<file path="src/rtl/vending_pkg.sv">
// Shared definitions for the coffee vending controller: FSM states, drink codes
// and drink prices.
package vending_pkg;

   typedef enum logic [1:0] {
      IDLE,
      COLLECT,
      DISPENSE,
      RETURN
   } vend_state_t;

   localparam logic [2:0] EXPRESSO    = 3'd0;
   localparam logic [2:0] COFFEE_MILK = 3'd1;
   localparam logic [2:0] CAPUCCINO   = 3'd2;
   localparam logic [2:0] MOCACCINO   = 3'd3;

   localparam logic [3:0] PRICE_EXPRESSO    = 4'd3;
   localparam logic [3:0] PRICE_COFFEE_MILK = 4'd4;
   localparam logic [3:0] PRICE_CAPUCCINO   = 4'd5;
   localparam logic [3:0] PRICE_MOCACCINO   = 4'd7;

endpackage

</file>
<file path="src/rtl/substractor_module.sv">
// Combinational price/change stage: enable means the drink code is valid and
// the inserted coins cover its price; change is the remainder.
module substractor_module
   import vending_pkg::*;
(
   input  logic [2:0] coffee_type,
   input  logic [3:0] total_coins,
   output logic [3:0] change,
   output logic       enable
);

   logic [3:0] price;
   logic       known;

   always_comb begin
      price = '0;
      known = 1'b1;
      case (coffee_type)
         EXPRESSO:    price = PRICE_EXPRESSO;
         COFFEE_MILK: price = PRICE_COFFEE_MILK;
         CAPUCCINO:   price = PRICE_CAPUCCINO;
         MOCACCINO:   price = PRICE_MOCACCINO;
         default:     known = 1'b0;
      endcase
      enable = known && (total_coins >= price);
      change = enable ? (total_coins - price) : '0;
   end

endmodule

</file>
<file path="src/rtl/coffee_vending_ctrl.sv">
// Vending sequencer: coin counting, selection qualification, timed dispense and
// one-coin-per-cycle change return. All outputs except busy are registered.
module coffee_vending_ctrl
   import vending_pkg::*;
#(
   parameter int unsigned DISPENSE_CYCLES = 4,
   parameter int unsigned MAX_COINS       = 15
) (
   input  logic       clk,
   input  logic       rst_n,
   input  logic       coin_in,
   input  logic       sel_valid,
   input  logic [2:0] coffee_type,
   input  logic       cancel,
   output logic [3:0] total_coins,
   output logic       dispense,
   output logic       coin_return,
   output logic       coin_reject,
   output logic       sel_denied,
   output logic       busy
);

   localparam int unsigned DW = (DISPENSE_CYCLES > 1) ? $clog2(DISPENSE_CYCLES) : 1;

   vend_state_t   state, state_nxt;
   logic [3:0]    total_nxt;
   logic [3:0]    ret_cnt, ret_nxt;
   logic [DW-1:0] disp_cnt, disp_nxt;
   logic          dispense_nxt, coin_return_nxt, coin_reject_nxt, sel_denied_nxt;
   logic [3:0]    change;
   logic          enable;

   substractor_module u_sub (
      .coffee_type (coffee_type),
      .total_coins (total_coins),
      .change      (change),
      .enable      (enable)
   );

   always_ff @(posedge clk) begin
      if (!rst_n) begin
         state       <= IDLE;
         total_coins <= '0;
         ret_cnt     <= '0;
         disp_cnt    <= '0;
         dispense    <= 1'b0;
         coin_return <= 1'b0;
         coin_reject <= 1'b0;
         sel_denied  <= 1'b0;
      end else begin
         state       <= state_nxt;
         total_coins <= total_nxt;
         ret_cnt     <= ret_nxt;
         disp_cnt    <= disp_nxt;
         dispense    <= dispense_nxt;
         coin_return <= coin_return_nxt;
         coin_reject <= coin_reject_nxt;
         sel_denied  <= sel_denied_nxt;
      end
   end

   // ret_cnt holds the coins still owed after the pulse currently being driven,
   // so the first pulse is issued on the same edge that enters RETURN.
   always_comb begin
      state_nxt       = state;
      total_nxt       = total_coins;
      ret_nxt         = ret_cnt;
      disp_nxt        = disp_cnt;
      dispense_nxt    = 1'b0;
      coin_return_nxt = 1'b0;
      coin_reject_nxt = 1'b0;
      sel_denied_nxt  = 1'b0;
      case (state)
         IDLE, COLLECT: begin
            if (cancel) begin
               coin_reject_nxt = coin_in;
               total_nxt       = '0;
               if (total_coins != '0) begin
                  state_nxt       = RETURN;
                  coin_return_nxt = 1'b1;
                  ret_nxt         = total_coins - 4'd1;
               end else begin
                  state_nxt = IDLE;
                  ret_nxt   = '0;
               end
            end else if (sel_valid) begin
               coin_reject_nxt = coin_in;
               if (enable) begin
                  ret_nxt      = change;
                  total_nxt    = '0;
                  state_nxt    = DISPENSE;
                  dispense_nxt = 1'b1;
                  disp_nxt     = DW'(DISPENSE_CYCLES - 1);
               end else begin
                  sel_denied_nxt = 1'b1;
               end
            end else if (coin_in) begin
               if (total_coins < 4'(MAX_COINS)) begin
                  total_nxt = total_coins + 4'd1;
                  state_nxt = COLLECT;
               end else begin
                  coin_reject_nxt = 1'b1;
               end
            end
         end
         DISPENSE: begin
            coin_reject_nxt = coin_in;
            sel_denied_nxt  = sel_valid;
            if (disp_cnt != '0) begin
               disp_nxt     = disp_cnt - DW'(1);
               dispense_nxt = 1'b1;
            end else if (ret_cnt != '0) begin
               state_nxt       = RETURN;
               coin_return_nxt = 1'b1;
               ret_nxt         = ret_cnt - 4'd1;
            end else begin
               state_nxt = IDLE;
            end
         end
         RETURN: begin
            coin_reject_nxt = coin_in;
            sel_denied_nxt  = sel_valid;
            if (ret_cnt != '0) begin
               coin_return_nxt = 1'b1;
               ret_nxt         = ret_cnt - 4'd1;
            end else begin
               state_nxt = IDLE;
            end
         end
         default: state_nxt = IDLE;
      endcase
   end

   assign busy = (state == DISPENSE) || (state == RETURN);

endmodule
</file>
<file path="config.mk">
export PLATFORM = sky130hd
export DESIGN_NAME = coffee_vending_ctrl
export DESIGN_NICKNAME = d
export VERILOG_FILES = /design/src/rtl/vending_pkg.sv /design/src/rtl/substractor_module.sv /design/src/rtl/coffee_vending_ctrl.sv
export SDC_FILE = /design/constraint.sdc
export NUM_CORES = 1
export LEC_CHECK = 0
export ABC_CLOCK_PERIOD_IN_PS = 2700
export CORE_ASPECT_RATIO = 1.1
export CORE_UTILIZATION = 30
export DETAILED_ROUTE_END_ITERATION = 16
export SYNTH_ARGS = -nofsm -noshare
export SYNTH_HDL_FRONTEND = slang
export SYNTH_SLANG_ARGS = --single-unit
export TNS_END_PERCENT = 20
</file>
<file path="constraint.sdc">
create_clock -name clk -period 2.7 [get_ports clk]
set_input_delay 0.54 -clock clk [delete_from_list [all_inputs] [get_ports clk]]
set_output_delay 0.54 -clock clk [all_outputs]
set_load 0.02 [all_outputs]
</file>
==> flow_summary_export.csv <==
group,metric,value,unit
synthesis,avgSynthCellArea,8.17,um2
pwr,seqPwrFrac,0.396,
setup_path,worstSetupPathType,"input port to flop",
timing,setup_viol,0,
synthesis,synth_area,1130,um2
timing,holdWs,477,ps
synthesis,synth.area.top_cells,"dfxtp_1, ha_1, a21oi_1, inv_1, nor2_1",
setup_path,crit_path_start_kind,"input port",
timing,skew,2.93,ps
setup_path,crit_path_end_kind,"flop",
floorplan,row_count,23,
grt,track_usage,0.150,
synthesis,yosysTopAreaCell,"dfxtp_1",
synthesis,yosysWarnings,0,
synthesis,synth_edf_count,0,
detailed_routing,ant_nets,0,
layout,syn_to_final_growth,31.3,%
timing,finalHoldViolCount,0,
setup_path,r2r_slack,530,ps
synthesis,ys.flop_type,"dfxtp_1",
setup_path,crit_fanout,3,
job,max_cap_violations,0,
synthesis,synth_top_area_frac,0.284,
pwr,p_clk_frac,0.312,
timing,worst_pin_slew,494,ps
clock_tree,cts_buffers,3,
status,status,"completed",
setup_path,r2r-end,"state[0]",
layout,final_cell_mix,"dfxtp_1, clkdlybuf4s50_1, inv_1, nor2_1",
clock_tree,h-tree-depth,1,
timing,slew_viol_final,0,
min_path,min_path_cells,2,
pwr,swShare,0.305,
pwr,leakagePower,0.555,nW
floorplan,die_h,66.3,um
clock_tree,clk_latency,260,ps
floorplan,initial_utilization,0.311,
grt,antenna_found_initial,0,
detailed_routing,via_per_inst,4.98,
placed_design,dp_hpwl,2060,um
min_path,hold_end,"disp_cnt[1]",
timing,fin_crit_sh,0.940,
grt,grt.overflow.total,0,
layout,layout_commonest_cell,"dfxtp_1",
pwr,power_density,472,nW/um2
layout,final_net_count,178,
setup_path,required,2850,ps
detailed_routing,first_iter_violations,19,
grt,grt_max_degree,15,
pwr,p_int,0.485,mW
synthesis,synth_cells,138,
layout,antenna_cells,0,
synthesis,syn_nets,155,
setup_path,worstPathArrival,2680,ps
floorplan,coreArea,3630,um2
setup_path,worstRegToRegCells,8,
timing,layout_setup_ws,162,ps
clock_tree,hold_buffers,0,
clock_tree,clkTransAtPathRegs,60,ps
clock_tree,post_cts_buffers,0,
detailed_routing,drt-wirelength-per-cell,12.8,um
clock_tree,cts.sinks,16,
layout,post-route-util,0.408,
floorplan,die-area,4010,um2
grt,first_global_vias,1040,
synthesis,ys_seq_elements,16,
clock_tree,cts_buffer_depth,2,
clock_tree,tritoncts,"done",
timing,setup-tns-final,0,ps
setup_path,timing.rr.start,"total_coins[0]",
placed_design,port_buffers,16,
floorplan,fp.dieW,60.4,um
timing,timing.final.crit_period,2540,ps
pwr,power_frac_comb,0.292,
synthesis,async_reset_ff_frac,0,
min_path,holdCritPathClass,"flop to flop",
min_path,hold_start,"disp_cnt[1]",
placed_design,routabilityCongestion,0.824,
detailed_routing,dr.pass1.iters,4,
floorplan,pin_count,17,
pwr,peakVddDrop,0.154,mV
timing,rsz0062_at_grt,"no",
detailed_routing,drcViolationCount,0,
pwr,p_sw,0.213,mW
pwr,total_power,0.698,mW
synthesis,ys_types,46,
synthesis,ys_seq_area_frac,0.284,
layout,drive_above_1_share,0.181,
timing,clock.fmax,394,MHz
placed_design,post-place-ws,-293,ps
detailed_routing,vias,1045,
detailed_routing,wl,2700,um
clock_tree,cts-root-buf,"clkbuf_8",
timing,relSlewSlack,0.669,
grt,grt_pass1_wl,4480,um
-- power by group through the flow --
stage / logic [mW] / registers (mW) / clock network [mW]
2_1_floorplan: 0.131 / 0.278 / 0
3_3_place_gp: 0.191 / 0.280 / 0
3_5_place_dp: 0.194 / 0.281 / 0
4_1_cts: 0.196 / 0.276 / 0.224
5_1_grt: 0.227 / 0.278 / 0.230
6_report: 0.204 / 0.276 / 0.218
-- cells in the mapped netlist (3+ instances only) --
cell type,count
a211oi_1,4
nor3_1,4
dfxtp_1,16
nor2_1,13
a31oi_1,4
nand2_1,6
nand2b_1,4
a21oi_1,11
o21ai_0,4
inv_1,14
nand3_1,4
ha_1,8
nor2b_1,3
clkbuf_1,3
-- repair_timing --
item                                   in CTS  in global routing
endpoints found under the hold margin       0                  0
gates resized for setup                     1                 10
pin swaps                                   0                  3
setup endpoints to repair                   1                 12
-- worst max-delay path, stage by stage --
cell,delay [ps]
clkdlybuf4s50_1,410
buf_4,150
xnor2_2,130
nand2b_1,110
buf_4,160
ha_4,260
nand3_2,80
a211o_1,310
a21bo_2,220
o311a_1,310
-- area by class of cell --
class                           instances  area, um2
Inverter                               14       52.6
Fill cell                             396       2150
Multi-Input combinational cell        102        767
Timing Repair Buffer                   24        223
Tap cell                               50       62.6
Clock buffer                            4       55.1
Sequential cell                        16        320
-- through the flow --
stage	cell area, um2	instances
final	1480	210
after global routing	1480	210
after CTS	1440	210
after detailed placement	1380	206
after global placement	1380	206
after floorplan	1130	138
-- logic make-up (layout without fill, tap and decap cells) --
logic type / count (synthesis) / in the layout / synth area share
AOI/OAI and AO/OA: 40 / 40 / 0.254
xor gates and xnor gates: 3 / 3 / 0.0233
adders and majority gates: 9 / 9 / 0.107
buffers and inverters: 20 / 42 / 0.0755
DFF: 16 / 16 / 0.284
muxes: 2 / 2 / 0.0189
and+or+nand+nor: 48 / 48 / 0.238
-- how the worst max path moves through the flow --
stage	cells after the start	slack (ps)	end	startpoint
final	10	160	state[0]	coffee_type[1]
after global routing	10	40	state[0]	coffee_type[1]
after CTS	11	20	ret_cnt[2]	coffee_type[1]
after detailed placement	11	-290	ret_cnt[2]	coffee_type[1]
after global placement	11	-230	ret_cnt[2]	coffee_type[1]
after floorplan	10	380	ret_cnt[2]	coffee_type[1]
-- sequential cells by signal, indices dropped and copies added (netlist names) --
signal / cells
state: 2
coin_reject: 1
ret_cnt: 4
disp_cnt: 2
total_coins: 4
sel_denied: 1
coin_return: 1
dispense: 1
-- per-layer routing --
layer,GRT usage,vias up,part of all wire
met5,0,-,0
met1,0.169,475,0.45
met4,0.0966,0,0.036
met2,0.254,18,0.49
met3,0.0254,9,0.020
li1,-,543,-
No activity file was read; power rests on OpenSTA's default activity.
